==> src/rtl/stream_popr_pkg.sv <==
// Shared types and constants for the stream pop primitive and its buffer.
package stream_popr_pkg;

  // Default element / int result width.
  localparam int INT_N = 8;

  // Depth of the remainder buffer; count saturates here.
  localparam logic [1:0] SKID_DEPTH = 2'd2;

  typedef enum logic [1:0] {
    POPR_IDLE = 2'd0,
    POPR_HEAD = 2'd1,
    POPR_EMIT = 2'd2,
    POPR_PASS = 2'd3
  } popr_state_e;

endpackage

==> src/rtl/stream_popr_skid.sv <==
// Two-entry registered FIFO for the remainder stream. All handshake outputs
// come from the registered count, so no input reaches a ready/valid output
// combinationally. Contents are cleared on reset so pop_data reads 0.
module stream_skid2
  import stream_popr_pkg::*;
#(
  parameter int N = INT_N
) (
  input  logic         clk,
  input  logic         nrst,
  input  logic [N-1:0] push_data,
  input  logic         push_valid,
  output logic         push_ready,
  output logic [N-1:0] pop_data,
  output logic         pop_valid,
  input  logic         pop_ready,
  output logic [1:0]   count
);

  logic [N-1:0] mem [2];
  logic         wr_ptr;
  logic         rd_ptr;
  logic         do_push;
  logic         do_pop;

  assign push_ready = (count != SKID_DEPTH);
  assign pop_valid  = (count != 2'd0);
  assign pop_data   = mem[rd_ptr];
  assign do_push    = push_valid & push_ready;
  assign do_pop     = pop_ready & pop_valid;

  // Storage, pointers and occupancy; push+pop together leaves count unchanged.
  always_ff @(posedge clk or negedge nrst) begin
    if (!nrst) begin
      mem[0] <= '0;
      mem[1] <= '0;
      wr_ptr <= 1'b0;
      rd_ptr <= 1'b0;
      count  <= 2'd0;
    end else begin
      if (do_push) begin
        mem[wr_ptr] <= push_data;
        wr_ptr      <= ~wr_ptr;
      end
      if (do_pop) begin
        rd_ptr <= ~rd_ptr;
      end
      case ({do_push, do_pop})
        2'b10:   count <= count + 2'd1;
        2'b01:   count <= count - 2'd1;
        default: count <= count;
      endcase
    end
  end

endmodule

==> src/rtl/stream_popr.sv <==
// Stream pop: takes the head element of sIn as the int result dOut and
// forwards the remainder of the stream through a 2-entry buffer.
//
// state | meaning
// IDLE  | waiting for a call
// HEAD  | taking the first stream element into dOut
// EMIT  | presenting dOut until the caller consumes it
// PASS  | forwarding the rest of the stream; a new call drains then restarts
module stream_popr
  import stream_popr_pkg::*;
#(
  parameter int N = INT_N
) (
  input  logic         clk,
  input  logic         nrst,
  input  logic         in_valid,
  output logic         in_ready,
  output logic         out_valid,
  input  logic         out_ready,
  input  logic [N-1:0] sIn,
  input  logic         sIn_valid,
  output logic         sIn_ready,
  output logic [N-1:0] dOut,
  output logic [N-1:0] sOut,
  output logic         sOut_valid,
  input  logic         sOut_ready
);

  popr_state_e state;
  logic        restart;
  logic [1:0]  count;
  logic        buf_ready;
  logic        in_pass;
  logic        buf_push;

  assign in_pass = (state == POPR_PASS) && !restart;

  // While a restart is pending a further call would be lost, so it is held off.
  assign in_ready  = nrst & ((state == POPR_IDLE) | in_pass);
  assign sIn_ready = (state == POPR_HEAD) | (in_pass & buf_ready);
  assign out_valid = (state == POPR_EMIT);
  assign buf_push  = sIn_valid & in_pass;

  stream_skid2 #(.N(N)) u_skid (
    .clk        (clk),
    .nrst       (nrst),
    .push_data  (sIn),
    .push_valid (buf_push),
    .push_ready (buf_ready),
    .pop_data   (sOut),
    .pop_valid  (sOut_valid),
    .pop_ready  (sOut_ready),
    .count      (count)
  );

  // Call sequencing, head capture and restart tracking.
  always_ff @(posedge clk or negedge nrst) begin
    if (!nrst) begin
      state   <= POPR_IDLE;
      restart <= 1'b0;
      dOut    <= '0;
    end else begin
      case (state)
        POPR_IDLE: begin
          if (in_valid) state <= POPR_HEAD;
        end
        POPR_HEAD: begin
          if (sIn_valid) begin
            dOut  <= sIn;
            state <= POPR_EMIT;
          end
        end
        POPR_EMIT: begin
          if (out_ready) state <= POPR_PASS;
        end
        POPR_PASS: begin
          if (restart) begin
            if (count == 2'd0) begin
              state   <= POPR_HEAD;
              restart <= 1'b0;
            end
          end else if (in_valid) begin
            restart <= 1'b1;
          end
        end
        default: state <= POPR_IDLE;
      endcase
    end
  end

endmodule

==> config.mk <==
export PLATFORM = sky130hd
export DESIGN_NAME = stream_popr
export DESIGN_NICKNAME = d
export VERILOG_FILES = /design/src/rtl/stream_popr_pkg.sv /design/src/rtl/stream_popr_skid.sv /design/src/rtl/stream_popr.sv
export SDC_FILE = /design/constraint.sdc
export NUM_CORES = 1
export LEC_CHECK = 0
export CAP_MARGIN = 20
export CORE_AREA = 2 2 56 58
export DETAILED_ROUTE_END_ITERATION = 6
export DIE_AREA = 0 0 58 60
export PLACE_DENSITY = 0.77
export SETUP_SLACK_MARGIN = 0.3
export SLEW_MARGIN = 20
export SYNTH_ARGS = -nofsm -noshare
export SYNTH_HDL_FRONTEND = slang
export SYNTH_SLANG_ARGS = --single-unit
export TNS_END_PERCENT = 20
==> constraint.sdc <==
create_clock -name clk -period 5.2 [get_ports clk]
set_clock_uncertainty 0.15 [all_clocks]
set_input_delay 1.3 -clock clk [delete_from_list [all_inputs] [get_ports clk]]
set_output_delay 1.3 -clock clk [all_outputs]
set_load 0.05 [all_outputs]
Word-level counts from Yosys, hierarchy flattened:

Index checks and enable logic that the tools add are counted.
Widths: inputs -> output; s select.

* bits in registers: 31
* output and inout bits: 20
* logic and storage cells: 60
* input bits: 14

* add/sub/neg operators: 2
* equal/unequal tests: 11
* multiplexer cells: 16
* reduce and logical (&&, ||, !) cells: 9
* magnitude comparators: 3
* bitwise logic cells: 11

Operators with widths (count)
* $mux 8: 4
* $bwmux 16: 1
* $mux 2: 5
* $demux 8 s1: 1
* $ne 2x2->1 const B: 4
* $pmux 2 s4: 1
* $eq 2x2->1 const B: 3
* $and 1x1->1: 5
* $reduce_and 5->1: 1
* $eq 2x1->1 const B: 2
* $ge 2x2->1 const B: 2
* $logic_not 2->1: 2
* $ne 2x1->1 const B: 2
* $not 1->2: 2
* $pmux 2 s2: 1
* $reduce_bool 2->1: 2
* $mux 1: 3
* $add 2x1->2 const B: 1
* $logic_and 1x1->1: 2
* $lt 2x1->1 const B: 1
* $not 1->1: 2
* $or 1x1->1: 2
* $reduce_and 2->1: 1
* $sub 2x1->2 const B: 1
* $logic_not 1->1: 1

Longest topological paths before layout:

* word-level depth: 6
* depth in mapped cells: 7
* mapped depth without buffers: 7

Hierarchy:

A second synthesis with hierarchy kept.

* cell total of the unflattened synthesis: 102
* area total of the unflattened synthesis: 1527.7 um2

By module, submodules not included
* stream_skid2: area each 968.4 um2, cells an instance 60, instances 1, seq. area each 500.5 um2
* stream_popr: area each 559.3 um2, cells an instance 42, instances 1, seq. area each 275.3 um2

Least setup slack after synthesis:

Ideal clock, no wire load.

* kind: input -> output
* start point: input port nrst
* end point: output port in_ready
* path buffers: 0
* stages: 1
* arrival: 1699 ps
* required time: 3750 ps
* path slack: 2051 ps
* cells stage by stage: o21a_1

* longest elaborated chain between the ends: 1

RTL lines
* start, declared: RTL line stream_popr.sv:15 `input logic nrst,`
* $and 1x1->1: RTL line stream_popr.sv:39 `assign in_ready = nrst & ((state == POPR_IDLE) | in_pass);`
* end, declared: RTL line stream_popr.sv:17 `output logic in_ready,`

Every way passes these cells.

Worst setup path in the final report:

Same ends and word-level chain as after synthesis.

==> results.txt <==
status -> finished clean
row count -> 20
Yosys cell types -> 25
post-route antenna net violation count -> 0
Core Region -> 2900 sq um
post-synthesis xor/xnor area fraction -> 3.11%
ranking of synthesized cells by area -> dfrtp_1, mux2_2, ha_1
Fillers -> 227
post-synth top area cell -> dfrtp_1
total routed wirelength -> 2690 um
hold buffers post-CTS -> 0
hold path depth -> 1
CTS tree -> built
reg2reg setup slack -> 3.23 ns
CTS Sinks -> 31
CP Capture Type -> primary output
Crit path largest cell delay -> 0.45 ns
final hold vios -> 0
H-Tree Depth -> 2
RR Startpoint -> state[1]
Congestion Overflow GR -> 0
async set-reset flop share out of synthesis -> 100%
CP Cell Sequence -> clkdlybuf4s50_1 > buf_4 > o21a_1 > buf_12
clk_lat worst skew -> 0.32 ns
Seq/Total Area, Yosys -> 55.1%
critical path peak fanout -> 32
Simple-Gate Fraction of Synth Area -> 5.78%
RSZ-0062 raised after global routing -> false
Mapped Cells -> 98
multi-input combinational cell area -> 609 sq um
Global Route Usage Sum -> 17.8%
synth warn -> 0
# DRC -> 0
Post-Syn Nets -> 117
final setup vio count -> 0
Die Footprint -> 3480 sq um
critical path's slowest cell -> clkdlybuf4s50_1
pin slew with the least headroom to its limit -> 0.509 ns
Yosys top cell area share -> 55.1%
min-delay src -> restart
Worst-path clk slew -> 0.09 ns
Seq cells post-synth -> 31
setup_tns -> 0 ns
Adder-Cell Fraction of Synth Area -> 4.44%
Root Driver -> clkbuf_4
IO Count -> 34
share of cells above drive strength 1 -> 34.5%
fin crit period -> 3.94 ns
Hold Crit Class -> register to register
DP HPWL -> 1980 um
Max-slew headroom -> 66.0%
Die Span Y -> 60 um
# resized after CTS -> 0
Worst Path Buf+Inv -> 3
startpoint types -> primary input
nets -> 157
# Post-CTS Setup Buffers -> 0
crit share post-route -> 75.8%
CP arrival -> 2.49 ns
mux cell area share after synthesis -> 27.4%
ANT cells -> 0
CTS Buffer Depth -> 2
Fmax -> 254 MHz
reg2reg path depth -> 5
Wirelength per Cell -> 15.7 um
Max Cap Viol -> 0
WHS Endpoint -> restart
area grow syn2layout -> 32.5%
die width -> 58 um
Compound-Gate Fraction of Synth Area -> 2.58%
largest family of logic cells by synthesized area -> multiplexers
EDFF count, synth -> 0
Most used DFF post-synth -> dfrtp_1
Final Wtd Congestion -> 0.746
Worst EP required -> 3.75 ns
Port Buffers -> 33
vias in the first global route -> 978
largest net degree at the start of global routing -> 33
first-pass GRT wire length -> 4560 um
Syn Area/Cell -> 14.4 sq um
final-report max-slew violation count -> 0
antenna violations before repair -> 0
FF/Latch Area -> 776 sq um
most frequent cells in the layout -> mux2_2, clkdlybuf4s50_1, dfrtp_1
Initial Util -> 48.5%
Setup CP Type -> primary input to primary output
DR vias/cell -> 5.20
R2R Path End -> u_skid.mem[8]
cell family with most CP delay -> buffers and inverters
DRT Pass-1 Iters -> 4
vias post-DR -> 895
DRT iter0 DRCs -> 5
CTS Buf Count -> 5
cell area after synthesis -> 1410 sq um
-- worst reg2reg max path, stage by stage (launching register included) --
cell and delay [ns]:
dfrtp_1 0.40, ha_1 0.23, and2b_1 0.26, nand3_2 0.18, nor2_4 0.27, mux2_2 0.38
-- cells by family after synthesis --
family / Yosys count
AO/OA/AOI/OAI: 5
XOR/XNOR: 5
AND/OR/NAND/NOR: 12
adder cells (fa/ha/maj): 5
flip-flops: 31
multiplexers: 34
buffers and inverters: 6
-- worst max path at each step --
stage	cells after the start	to	slack, ns	start
detailed placement	4	in_ready	1.22	nrst
CTS	4	in_ready	1.23	nrst
floorplan	1	in_ready	2.05	nrst
global placement	4	in_ready	1.25	nrst
finish	4	in_ready	1.26	nrst
global route	4	in_ready	1.15	nrst
-- synthesized netlist by cell type (2+ instances only) --
master / n
mux2_2: 32
inv_1: 4
ha_1: 5
nand2_1: 3
xor2_1: 2
xnor2_1: 3
dfrtp_1: 31
-- area by class of cell --
| class | count | share of cell area, % |
|---|---|---|
| sequential | 31 | 41.6 |
| multi-input combinational | 61 | 32.7 |
| timing repair buffer | 34 | 18.6 |
| clock buffer | 7 | 3.49 |
| tap | 33 | 2.21 |
| inverter | 5 | 1.01 |
| clock inverter | 1 | 0.402 |
-- layer usage --
metal | routed length [um] | share of wire [%] | up-vias | global-route usage, %
li1 | - | - | 421 | -
met1 | 1140 | 42 | 447 | 22.6
met2 | 1390 | 52 | 22 | 28.9
met3 | 125 | 4.6 | 5 | 4.55
met4 | 35 | 1.3 | 0 | 7.97
met5 | 0 | 0 | - | 0
-- flip-flops by register name, indices dropped and copies added, names as in the netlist --
signal / count
restart: 1
u_skid.mem: 16
state: 2
u_skid.wr_ptr: 1
u_skid.count: 2
dOut: 8
u_skid.rd_ptr: 1
-- metrics by stage --
step / utilization (%) / cell area [sq um] / cells / hold WS (ns) / worst slack (ns)
2_1_floorplan: - / 1410 / 98 / 0.302 / 2.05
3_3_place_gp: 61.8 / 1790 / 164 / 0.323 / 1.25
3_5_place_dp: 61.8 / 1790 / 164 / 0.323 / 1.22
4_1_cts: 64.3 / 1870 / 172 / 0.338 / 1.23
5_1_grt: 64.3 / 1870 / 172 / 0.380 / 1.15
6_report: 64.3 / 1870 / 172 / 0.337 / 1.26
Power is left out: the tool's default activity adds up to more than one toggle a clock period on the data nets, which glitch-free logic cannot reach.
